<file path="src/rtl/miriscv_lsu.sv">
// miriscv_lsu: load/store unit, IDLE/REQ/WAIT handshake to a word-wide data port.
// Optional LSU_MISALIGN_CHECK_EN: trap misaligned H/W accesses instead of issuing them.
module miriscv_lsu (
  input  logic        clk_i,
  input  logic        rst_i,
  input  logic        lsu_req_i,
  input  logic        lsu_we_i,
  input  logic [2:0]  lsu_size_i,
  input  logic [31:0] lsu_addr_i,
  input  logic [31:0] lsu_data_i,
  output logic [31:0] lsu_data_o,
  output logic        lsu_stall_req_o,
  output logic        lsu_misaligned_o,
  output logic        data_req_o,
  input  logic        data_gnt_i,
  input  logic        data_rvalid_i,
  input  logic [31:0] data_rdata_i,
  output logic        data_we_o,
  output logic [3:0]  data_be_o,
  output logic [31:0] data_addr_o,
  output logic [31:0] data_wdata_o
);

  typedef enum logic [1:0] {
    IDLE,
    REQ,
    WAIT
  } state_t;

  state_t      state_q, state_d;
  logic [1:0]  offset_q;
  logic [2:0]  size_q;

  logic        is_b, is_h, is_w;
  logic        size_legal, misaligned;
  logic        start, immediate, completion;
  logic [3:0]  be_d;
  logic [31:0] wdata_d;
  logic [31:0] byte_sh, half_sh;

  // funct3: 0/4 byte, 1/5 half, 2 word; 3, 6, 7 illegal
  assign is_b = (lsu_size_i[1:0] == 2'b00);
  assign is_h = (lsu_size_i[1:0] == 2'b01);
  assign is_w = (lsu_size_i == 3'b010);
  assign size_legal = is_b | is_h | is_w;

  always_comb begin
    be_d    = 4'b0000;
    wdata_d = 32'h0;
    unique case (1'b1)
      is_b: begin
        be_d    = 4'b0001 << lsu_addr_i[1:0];
        wdata_d = {4{lsu_data_i[7:0]}};
      end
      is_h: begin
        be_d    = 4'b0011 << {lsu_addr_i[1], 1'b0};
        wdata_d = {2{lsu_data_i[15:0]}};
      end
      is_w: begin
        be_d    = 4'b1111;
        wdata_d = lsu_data_i;
      end
      default: ;
    endcase
  end

`ifdef LSU_MISALIGN_CHECK_EN
  assign misaligned = (is_h & lsu_addr_i[0]) |
                      (is_w & (lsu_addr_i[1:0] != 2'b00));
`else
  assign misaligned = 1'b0;
`endif

  assign start      = (state_q == IDLE) & lsu_req_i &
                      size_legal & ~misaligned;
  assign immediate  = (state_q == IDLE) & lsu_req_i &
                      (~size_legal | misaligned);
  assign completion = (state_q == WAIT) & data_rvalid_i;

  assign byte_sh = data_rdata_i >> {offset_q, 3'b000};
  assign half_sh = data_rdata_i >> {offset_q[1], 4'b0000};

  always_comb begin
    state_d          = state_q;
    data_req_o       = (state_q == REQ);
    lsu_misaligned_o = immediate & misaligned & ~rst_i;
    lsu_data_o       = 32'h0;
    if (rst_i)
      lsu_stall_req_o = lsu_req_i;
    else
      lsu_stall_req_o = lsu_req_i & ~completion & ~immediate;

    unique case (state_q)
      IDLE: if (start)         state_d = REQ;
      REQ:  if (data_gnt_i)    state_d = WAIT;
      WAIT: if (data_rvalid_i) state_d = IDLE;
      default:                 state_d = IDLE;
    endcase

    if (completion && !data_we_o && !rst_i) begin
      unique case (1'b1)
        (size_q == 3'b000): lsu_data_o = {{24{byte_sh[7]}}, byte_sh[7:0]};
        (size_q == 3'b100): lsu_data_o = {24'h0, byte_sh[7:0]};
        (size_q == 3'b001): lsu_data_o = {{16{half_sh[15]}}, half_sh[15:0]};
        (size_q == 3'b101): lsu_data_o = {16'h0, half_sh[15:0]};
        (size_q == 3'b010): lsu_data_o = data_rdata_i;
        default:            lsu_data_o = 32'h0;
      endcase
    end
  end

  always_ff @(posedge clk_i) begin
    if (rst_i) begin
      state_q      <= IDLE;
      offset_q     <= 2'b00;
      size_q       <= 3'b000;
      data_we_o    <= 1'b0;
      data_be_o    <= 4'b0000;
      data_addr_o  <= 32'h0;
      data_wdata_o <= 32'h0;
    end else begin
      state_q <= state_d;
      if (start) begin
        offset_q     <= lsu_addr_i[1:0];
        size_q       <= lsu_size_i;
        data_we_o    <= lsu_we_i;
        data_be_o    <= be_d;
        data_addr_o  <= {lsu_addr_i[31:2], 2'b00};
        data_wdata_o <= wdata_d;
      end
    end
  end

endmodule

</file>
<file path="config.mk">
export PLATFORM = sky130hd
export DESIGN_NAME = miriscv_lsu
export DESIGN_NICKNAME = d
export VERILOG_FILES = /design/src/rtl/miriscv_lsu.sv
export SDC_FILE = /design/constraint.sdc
export NUM_CORES = 1
export LEC_CHECK = 0
export BUFFER_PORTS_ARGS = -buffer_cell sky130_fd_sc_hd__buf_2
export CAP_MARGIN = 20
export CORE_MARGIN = 2
export CORE_UTILIZATION = 25
export DETAILED_ROUTE_END_ITERATION = 16
export PLACE_DENSITY = 0.49
export SYNTH_ARGS = -nofsm -noshare
export SYNTH_HDL_FRONTEND = slang
export SYNTH_SLANG_ARGS = --single-unit
</file>
<file path="constraint.sdc">
create_clock -name clk_i -period 2.4 [get_ports clk_i]
set_input_delay 0 -clock clk_i [delete_from_list [all_inputs] [get_ports clk_i]]
set_output_delay 0 -clock clk_i [all_outputs]
set_load 0.1 [all_outputs]
</file>
==> results of run 1 <==
-- per-stage QoR --
| step | hold slack (ps) | TNS (ps) | instance area [sq um] | std cells | util (%) |
|---|---|---|---|---|---|
| floorplan | 119.2 | -14390 | 3555 | 471 | - |
| global placement | 205.7 | 0 | 4955 | 826 | 35.70 |
| finish | 13.80 | 0 | 5948 | 905 | 42.85 |
| CTS | 0.8519 | 0 | 5914 | 905 | 42.61 |
| global route | 17.40 | 0 | 5948 | 905 | 42.85 |
| detailed placement | 214.2 | 0 | 4955 | 826 | 35.70 |
-- area by class of cell --
type | count | area [sq um]
timing repair buffer | 277 | 1969
inverter | 8 | 30.03
tap | 180 | 225.2
clock inverter | 7 | 100.1
sequential | 74 | 1481
fill | 1385 | 7933
clock buffer | 9 | 225.2
multi-input combinational | 350 | 1917
-- flip-flops by register name, summed over array words and instances, names as in the netlist --
| name | flops |
|---|---|
| data_wdata_o | 32 |
| data_addr_o | 30 |
| data_be_o | 4 |
| size_q | 3 |
| offset_q | 2 |
| state_q | 2 |
| data_we_o | 1 |
-- tightest hold or removal path, cell delays in order --
cell      delay, ps
buf_2            90
a211oi_1         70
nor3_1          150
-- cell usage after synthesis --
cell | instances | share of area (%)
a211oi_1 | 9 | 1.9
a21boi_0 | 1 | 0.21
a21o_1 | 2 | 0.42
a21oi_1 | 83 | 12
a21oi_2 | 1 | 0.25
a221oi_1 | 8 | 2.0
a222oi_1 | 16 | 4.5
a22oi_1 | 8 | 1.7
and3b_1 | 1 | 0.25
buf_1 | 2 | 0.21
buf_2 | 9 | 1.3
buf_4 | 3 | 0.63
clkbuf_1 | 25 | 2.6
conb_1 | 1 | 0.11
dfxtp_1 | 74 | 42
inv_1 | 8 | 0.85
mux2_2 | 8 | 2.5
mux2i_1 | 3 | 0.85
nand2_1 | 110 | 12
nand2b_1 | 10 | 1.8
nand3b_1 | 8 | 1.7
nor2_1 | 38 | 4.0
nor2b_1 | 4 | 0.71
nor3_1 | 20 | 2.8
nor3b_1 | 3 | 0.63
nor3b_2 | 1 | 0.35
nor4_1 | 1 | 0.18
o21ai_0 | 6 | 0.85
o32ai_1 | 1 | 0.25
or2_2 | 1 | 0.18
or3b_1 | 1 | 0.25
or3b_2 | 2 | 0.49
or4b_4 | 1 | 0.39
-- power by group through the flow --
| stage | Combinational [W] | Clock, W | Sequential (W) |
|---|---|---|---|
| 3_5_place_dp | 0.00112 | 0 | 0.00138 |
| 6_report | 0.00121 | 0.00149 | 0.00135 |
| 4_1_cts | 0.00121 | 0.00153 | 0.00135 |
| 5_1_grt | 0.00128 | 0.00158 | 0.00136 |
| 2_1_floorplan | 0.000351 | 0 | 0.00188 |
| 3_3_place_gp | 0.00111 | 0 | 0.00137 |
-- routing by layer --
metal / part of all wire [%] / track usage, %
met5: 0 / 0
met4: 2.5 / 7.955
met3: 8.8 / 5.304
met2: 48 / 30.04
met1: 41 / 21.03
-- what timing repair did --
action / 4_1_cts / 5_1_grt
buffers inserted: 0 / 0
gates resized for setup: 1 / 10
setup endpoints to repair: 16 / 31
endpoints found under the hold margin: 55 / 0
hold buffers: 63 / 0
-- cell families (layout without fill, tap and decap cells) --
family          count (synthesis)  after routing
simple gates                  201            201
mux                            11             11
buf+inv                        47            301
other cells                     1              3
compound gates                135            135
flops                          74             74
-- how the worst max path moves through the flow --
| stage | from | to | slack (ps) | depth (start not counted) |
|---|---|---|---|---|
| floorplan | data_we_o | lsu_data_o[14] | -580 | 4 |
| global placement | offset_q[1] | lsu_data_o[22] | 320 | 5 |
| detailed placement | offset_q[1] | lsu_data_o[28] | 140 | 5 |
| CTS | state_q[0] | data_wdata_o[19] | 120 | 5 |
| global route | size_q[1] | lsu_data_o[0] | 8 | 6 |
| finish | size_q[1] | lsu_data_o[1] | 190 | 6 |
==> out/metrics.cfg, run 1 <==
[run_status]
outcome=finished, final reports clean

[logic_synthesis]
synthAdderAreaFrac_pct=0
yosys_warnings=0
yosys.area_share.simple_pct=25.36
post_synth.cell_area_avg_sq_um=7.563
synth_seq_cells=74
synth_top_family_by_area=simple AND/OR/NAND/NOR gates
post_synth_xor_area_fraction_pct=0
sequential_to_total_area_share_from_yosys_stat_pct=41.76
synth_compound_area_share_pct=23.77
ys_types=33
synthCells=469
yosys-mux-area-fraction_pct=3.386
synth_area_sq_um=3547

[timing]
final_clock_period_utilization_by_the_worst_path_pct=91.97
rsz0062_at_grt=false
timing.final.hold_violations=0
maximum_clock_rate_mhz=453.0
tightestPinTransition_ps=716.3
number_of_setup_violations_in_the_final_report=0
minimum_setup_slack_in_the_final_design_ps=192.7
finalWorstPathRequiredPeriod_ps=2207
pins_over_slew_limit=0
timing.slew.headroom_pct=52.07
clock-skew-final_ps=5.491

[placement]
dp_hpwl_microns=9695
io_buffers=205
pre_cts_slack_ps=139.9
gp_congestion=0.8379

[setup_path]
timing.critical_path.slowest_stage_cell=dfxtp_1
critical_path_cell_by_cell=nor3b_2 > buf_4 > a21o_1 > a222oi_1 > nor2_1 > buf_12
cp.arrival_ps=2210
critical_path.endpoint_type=primary output
worst-endpoint-required_ps=2400
critical_path_buf_inv_count=2
worst-r2r-cell-count=5
worst_setup_path_start_kind=flop
worstPathMaxFanout=26
reg2reg_slack_ps=220
critical_path.max_stage_delay_ps=490
worst_r2r_startpoint=state_q[0]
worst-setup-path-type=flop to primary output
r2r_end=data_wdata_o[18]
cpLargestDelayFamily=buffers and inverters

[grt]
wire_length_of_the_first_global_routing_pass_microns=20970
globalRoute.totalOverflow=0
first_global_vias=4189
grt_start_max_net_pins=57
grt_use_total_pct=17.87
antenna_found_initial=0

[power]
power.total_w=0.004046
power.switching_w=0.001509
powerDensity_nw_per_um2=680.2
clkPwrFrac_pct=36.7
static-leakage-power_nw=2.630
internal_power_w=0.002537
power_frac_comb_pct=29.9
power.switching_fraction_pct=37.30
seq_power_share_pct=33.4
vdd_ir_drop_max_mv=0.2974

[clock_network]
max-clock-path-buffers=2
htree_num_levels=3
worst_setup_hold_path_clk_slew_ps=60
numCtsBuffers=9
clk-insertion-delay-late_ps=340
tritoncts=built
clock-sinks=74
cts-root-buf=clkbuf_16

[hold_path]
hold_removal_path_class=input pin to flop
hold_start=lsu_data_i[10]
whs_path_depth=3
whs_endpoint=data_wdata_o[26]

[routing]
final_antenna_net_count=0
wl_per_cell_microns=15.23
drc=0
firstDrtPassIters=6
routed_wirelength_microns=13790
detailroute.via_count=4400
detail_route.vias_per_cell=4.862
initialDrtViolationCount=235

[layout]
num_antenna_cells=0
final_net_count=825
layout-drive-gt1-share_pct=34.76
most_frequent_standard_cell_in_the_layout_excluding_fill_and_tap_cells=buf_2
syn2layout_area_growth_pct=67.69
leading_cell_types_in_the_layout_fill_and_taps_excluded=buf_2, nand2_1, a21oi_1

[floorplanning]
die_h_microns=123.1
rows=43
core_area_sq_um=13880
starting_utilization_of_the_core_area_pct=25.55
die_w_microns=123.1
number_of_primary_i_o_pins=209
dieArea_sq_um=15160

[flow_run]
max_cap_viol_count=0

(Power assumes the default switching activity.)
==> run 2: changes to the inputs <==
Settings changed: SKIP_CTS_REPAIR_TIMING set to 1.
Clock period 2.4 ns to 2.66 ns, I/O delays scaled along.
==> out/metrics.cfg, run 2 (synthesized netlist as in run 1, its figures left out) <==
[flow_run]
max_cap_viol_count=0  ; unchanged

[layout]
num_antenna_cells=0  ; unchanged
syn2layout_area_growth_pct=65.40  ; was 67.69%
largestRegisters=data_wdata_o x32, data_addr_o x30, data_be_o x4  ; unchanged
most_frequent_standard_cell_in_the_layout_excluding_fill_and_tap_cells=buf_2  ; unchanged
max_flop_register=data_wdata_o  ; unchanged
leading_cell_types_in_the_layout_fill_and_taps_excluded=buf_2, nand2_1, a21oi_1  ; unchanged
layout-drive-gt1-share_pct=33.94  ; was 34.76%
final_net_count=819  ; was 825
number_of_flip_flops_in_the_largest_register=32  ; unchanged
postLayoutCoreUtil_pct=42.27  ; was 42.85%
filler_cell_count=1391  ; was 1385

[setup_path]
r2r_end=data_wdata_o[16]  ; was data_wdata_o[18]
critical_path.startpoint=state_q[0]  ; was size_q[1]
worst_r2r_startpoint=state_q[0]  ; unchanged
reg2reg_slack_ps=240  ; was 220 ps
cpLargestDelayFamily=compound AO/OA/AOI/OAI gates  ; was buffers and inverters
critical_path_buf_inv_count=2  ; unchanged
critical_path.max_stage_delay_ps=610  ; was 490 ps
worstPathMaxFanout=10  ; was 26
cp.arrival_ps=2660  ; was 2210 ps
cp_num_cells=5  ; was 6
timing.critical_path.slowest_stage_cell=dlygate4sd3_1  ; was dfxtp_1
worst-endpoint-required_ps=2900  ; was 2400 ps
worst_setup_path_start_kind=flop  ; unchanged
cp-endpoint=data_wdata_o[16]  ; was lsu_data_o[1]
worst-r2r-cell-count=5  ; unchanged
critical_path.endpoint_type=flop  ; was primary output
critical_path_cell_by_cell=nor3b_1 > a21oi_1 > a222oi_1 > dlygate4sd3_1 > inv_1  ; was nor3b_2 > buf_4 > a21o_1 > a222oi_1 > nor2_1 > buf_12
worst-setup-path-type=flop to flop  ; was flop to primary output

[timing]
timing.slew.headroom_pct=40.72  ; was 52.07%
clock-skew-final_ps=7.203  ; was 5.491 ps
final_clock_period_utilization_by_the_worst_path_pct=90.89
tightestPinTransition_ps=889.3  ; was 716.3 ps
number_of_setup_violations_in_the_final_report=0  ; unchanged
maximum_clock_rate_mhz=413.6
rsz0062_at_grt=false  ; unchanged
pins_over_slew_limit=0  ; unchanged
holdWs_ps=3.303  ; was 13.80 ps
finalWorstPathRequiredPeriod_ps=2418
timing.final.hold_violations=0  ; unchanged

[power]
powerDensity_nw_per_um2=621.0  ; was 680.2 nW/um^2
power.total_w=0.003643  ; was 0.004046 W
vdd_ir_drop_max_mv=0.3879  ; was 0.2974 mV
static-leakage-power_nw=2.614  ; was 2.630 nW

[run_status]
outcome=finished, final reports clean  ; unchanged

[clock_network]
tritoncts=built  ; unchanged
numCtsBuffers=9  ; unchanged
cts-root-buf=clkbuf_16  ; unchanged
worst_setup_hold_path_clk_slew_ps=60  ; about the same
max-clock-path-buffers=2  ; unchanged
clock-sinks=74  ; unchanged
htree_num_levels=3  ; unchanged
clk-insertion-delay-late_ps=340  ; about the same

[grt]
grt_use_total_pct=16.91  ; was 17.87%
antenna_found_initial=0  ; unchanged
globalRoute.totalOverflow=0  ; unchanged
wire_length_of_the_first_global_routing_pass_microns=19830  ; was 20970 microns
first_global_vias=3858  ; was 4189
grt_start_max_net_pins=56  ; was 57

[routing]
final_antenna_net_count=0  ; unchanged
routed_wirelength_microns=13830  ; was 13790 microns
initialDrtViolationCount=260  ; was 235
wl_per_cell_microns=15.38  ; was 15.23 microns
detail_route.vias_per_cell=4.902  ; was 4.862
drc=0  ; unchanged
detailroute.via_count=4407  ; was 4400
firstDrtPassIters=7  ; was 6

[floorplanning]
starting_utilization_of_the_core_area_pct=25.55  ; unchanged
core_area_sq_um=13880  ; unchanged
dieArea_sq_um=15160  ; unchanged
die_h_microns=123.1  ; unchanged
number_of_primary_i_o_pins=209  ; unchanged
die_w_microns=123.1  ; unchanged
rows=43  ; unchanged

[placement]
gp_congestion=0.8183  ; was 0.8379
dp_hpwl_microns=9703  ; was 9695 microns
io_buffers=205  ; unchanged

[hold_path]
hold_removal_path_class=input pin to flop  ; unchanged

run 2: cell types whose count changed in the layout (fill, tap and decap cells not counted), sizes merged:
| cell | change |
|---|---|
| buf | +1 |
| clkbuf | -2 |
| clkinvlp | -2 |
| dlygate4sd3 | -5 |
| clkinv | +2 |
run 2: worst min path at each step:
stage	to	cells after the start	start	slack, ps
floorplan	data_wdata_o[16]	2	lsu_data_i[16]	120
global placement	data_wdata_o[21]	3	lsu_data_i[21]	200
detailed placement	data_wdata_o[22]	3	lsu_data_i[22]	210
CTS	data_wdata_o[17]	3	lsu_data_i[17]	-160
global route	data_wdata_o[29]	3	lsu_data_i[13]	20
finish	data_wdata_o[30]	3	lsu_data_i[14]	3
run 2: power by group:
part	internal (W)	switching, W
logic	0.000278	0.000806
clock network	0.000831	0.000509
registers	0.00118	0.0000412
run 2: layout make-up:
cell class              count  area [sq um]  area share (%)
multi-input cells         350          1884           32.12
inverters                   8         30.03          0.5118
well taps                 180         225.2           3.839
clock buffers               9         225.2           3.839
repair buffers            271          1919           32.71
flip-flops and latches     74          1481           25.25
clock inverters             7         101.3           1.727
run 2: tightest hold or removal path: cells and delay by family:
kind                   cells  cell delay, ps
AOI/OAI and AO/OA          1              60
buffers and inverters      1              90
and+or+nand+nor            1             150
run 2: routing by layer:
metal	vias to the layer above	global-route usage, %	wire length (microns)
li1	2136	-	-
met1	2061	20.05	5616
met2	193	28.21	6701
met3	17	6.734	1281
met4	0	4.901	230
met5	-	0	0
run 2: metrics by stage:
step | std cells | TNS, ps | worst slack [ps] | instance area [sq um]
floorplan | 471 | -6068 | -320.4 | 3555
global placement | 824 | 0 | 526.8 | 4952
detailed placement | 824 | 0 | 372.4 | 4952
CTS | 840 | -17.76 | -13.43 | 5279
global route | 899 | 0 | 64.83 | 5867
finish | 899 | 0 | 242.4 | 5867
==> run 3: changes to the inputs <==
Settings changed: GPL_TIMING_DRIVEN set to 0, SKIP_LAST_GASP set to 1.
==> out/metrics.cfg, run 3 (synthesized netlist as in run 1, its figures left out) <==
[run_status]
outcome=finished with violations  ; was finished, final reports clean
failed_checks=hold timing

[routing]
firstDrtPassIters=6  ; was 7
initialDrtViolationCount=206  ; was 260
routed_wirelength_microns=14290  ; was 13830 microns
wl_per_cell_microns=15.45  ; was 15.38 microns
final_antenna_net_count=0  ; unchanged
drc=0  ; unchanged
detailroute.via_count=4466  ; was 4407
detail_route.vias_per_cell=4.828  ; was 4.902

[grt]
antenna_found_initial=0  ; unchanged
grt_use_total_pct=17.67  ; was 16.91%
globalRouteMet3Util_pct=6.365  ; was 6.734%
grt-busiest-layer=met2  ; unchanged
wire_length_of_the_first_global_routing_pass_microns=20450  ; was 19830 microns
grt.met1_usage_pct=21.39  ; was 20.05%
globalRouteMet2Util_pct=29.14  ; was 28.21%
grt_start_max_net_pins=15  ; was 56
globalRoute.totalOverflow=0  ; unchanged
first_global_vias=3990  ; was 3858

[floorplanning]
starting_utilization_of_the_core_area_pct=25.55  ; unchanged
dieArea_sq_um=15160  ; unchanged
rows=43  ; unchanged
core_area_sq_um=13880  ; unchanged
die_w_microns=123.1  ; unchanged
die_h_microns=123.1  ; unchanged
number_of_primary_i_o_pins=209  ; unchanged

[setup_path]
worst_r2r_startpoint=state_q[0]  ; unchanged
timing.critical_path.slowest_stage_cell=buf_2  ; was dlygate4sd3_1
critical_path.endpoint_type=primary output  ; was flop
worst-setup-path-type=flop to primary output  ; was flop to flop
worst_setup_path_start_kind=flop  ; unchanged
r2r_end=data_wdata_o[17]  ; was data_wdata_o[16]
critical_path_cell_by_cell=clkbuf_1 > nor3b_4 > clkbuf_1 > a22oi_1 > a21oi_1 > buf_2  ; was nor3b_1 > a21oi_1 > a222oi_1 > dlygate4sd3_1 > inv_1
reg2reg_slack_ps=400  ; was 240 ps
worstPathMaxFanout=10  ; unchanged
critical_path_buf_inv_count=3  ; was 2
worst-r2r-cell-count=5  ; unchanged
cpLargestDelayFamily=buffers and inverters  ; was compound AO/OA/AOI/OAI gates
critical-path-top-cell-by-count=clkbuf_1
critical_path.max_stage_delay_ps=450  ; was 610 ps
cp.arrival_ps=2470  ; was 2660 ps
worst-endpoint-required_ps=2660  ; was 2900 ps

[timing]
clock-skew-final_ps=5.895  ; was 7.203 ps
tightestPinTransition_ps=814.7  ; was 889.3 ps
holdWs_ps=-6.408  ; was 3.303 ps
rsz0062_at_grt=false  ; unchanged
number_of_setup_violations_in_the_final_report=0  ; unchanged
timing.slew.headroom_pct=45.68  ; was 40.72%
finalWorstPathRequiredPeriod_ps=2469  ; was 2418 ps
pins_over_slew_limit=0  ; unchanged
final_clock_period_utilization_by_the_worst_path_pct=92.84  ; was 90.89%
final_total_negative_setup_slack_ps=0  ; unchanged
timing.final.hold_violations=1  ; was 0
maximum_clock_rate_mhz=404.9  ; was 413.6 MHz

[clock_network]
htree_num_levels=3  ; unchanged
clk-insertion-delay-late_ps=340  ; about the same
worst_setup_hold_path_clk_slew_ps=60  ; about the same
max-clock-path-buffers=2  ; unchanged
clock-sinks=74  ; unchanged
numCtsBuffers=9  ; unchanged
tritoncts=built  ; unchanged
cts-root-buf=clkbuf_16  ; unchanged

[layout]
number_of_flip_flops_in_the_largest_register=32  ; unchanged
syn2layout_area_growth_pct=60.07  ; was 65.40%
final_net_count=845  ; was 819
largestRegisters=data_wdata_o x32, data_addr_o x30, data_be_o x4  ; unchanged
most_frequent_standard_cell_in_the_layout_excluding_fill_and_tap_cells=buf_2  ; unchanged
multiInputGateArea_sq_um=1884  ; unchanged
num_antenna_cells=0  ; unchanged
filler_cell_count=1461  ; was 1391
post_layout_nonfiller_instances=925  ; was 899
max_flop_register=data_wdata_o  ; unchanged
layout-drive-gt1-share_pct=33.29  ; was 33.94%
layout.cell_area.non_filler_sq_um=5678  ; was 5867 sq um
leading_cell_types_in_the_layout_fill_and_taps_excluded=buf_2, nand2_1, a21oi_1  ; unchanged
ff_latch_area_sq_um=1481  ; unchanged

[hold_path]
whs_path_depth=4  ; was 3
hold_start=data_rvalid_i  ; was lsu_data_i[14]
whs_endpoint=state_q[1]  ; was data_wdata_o[30]
hold_removal_path_class=input pin to flop  ; unchanged

[power]
vdd_ir_drop_max_mv=0.3629  ; was 0.3879 mV
internal_power_w=0.002185  ; was 0.002287 W
power.total_w=0.003555  ; was 0.003643 W
power.switching_fraction_pct=38.55  ; was 37.22%
seq_power_share_pct=34.2  ; was 33.5%
power.switching_w=0.001371  ; was 0.001356 W
clkPwrFrac_pct=35.2  ; was 36.8%
static-leakage-power_nw=2.582  ; was 2.614 nW
power_frac_comb_pct=30.6  ; was 29.8%
powerDensity_nw_per_um2=626.2  ; was 621.0 nW/um^2

[flow_run]
max_cap_viol_count=0  ; unchanged

[placement]
gp_congestion=0.8302  ; was 0.8183
dpl-instance-area_sq_um=4806  ; was 4952 sq um
dp_hpwl_microns=10620  ; was 9703 microns
io_buffers=205  ; unchanged
placed_instances=856  ; was 824

==> run 3: per-stage QoR <==
stage | utilization [%] | worst slack [ps]
floorplan | - | -320.4
global placement | 34.62 | 490.1
detailed placement | 34.62 | 449.7
CTS | 36.79 | 64.36
global route | 40.91 | 0.1426
finish | 40.91 | 190.5
==> run 3: metal layers <==
metal | up-vias | wire, microns
met2 | 188 | 6639
met5 | - | 0
met3 | 21 | 1293
li1 | 2187 | -
met1 | 2070 | 6102
met4 | 0 | 252
==> run 3: final cells by class <==
type | count | share of cell area [%]
tap | 180 | 3.967
buffer | 39 | 2.975
timing repair buffer | 258 | 27.94
multi-input combinational | 350 | 33.19
inverter | 8 | 0.5289
sequential | 74 | 26.09
clock buffer | 9 | 3.967
clock inverter | 7 | 1.344
==> run 3: tightest hold or removal path, delay by kind of cell <==
kind | cells | cell delay, ps
buffers and inverters | 1 | 90
AND/OR/NAND/NOR | 2 | 90
AO/OA/AOI/OAI | 1 | 110
==> run 3: worst max path at each step <==
| stage | cells after the start | startpoint | endpoint | slack, ps |
|---|---|---|---|---|
| global route | 6 | state_q[1] | lsu_data_o[7] | 0.1 |
| global placement | 6 | size_q[0] | lsu_data_o[14] | 490 |
| detailed placement | 6 | size_q[0] | lsu_data_o[13] | 450 |
| finish | 6 | size_q[0] | lsu_data_o[13] | 190 |
| CTS | 6 | size_q[0] | lsu_data_o[13] | 60 |
| floorplan | 4 | data_we_o | lsu_data_o[14] | -320 |
==> run 3: power by group through the flow <==
| stage | logic (W) | clock network, W | registers, W |
|---|---|---|---|
| 6_report | 0.00109 | 0.00125 | 0.00122 |
| 5_1_grt | 0.00115 | 0.00134 | 0.00122 |
| 4_1_cts | 0.00103 | 0.00129 | 0.00122 |
| 3_5_place_dp | 0.00102 | 0 | 0.00124 |
| 3_3_place_gp | 0.00102 | 0 | 0.00124 |
| 2_1_floorplan | 0.000317 | 0 | 0.00169 |
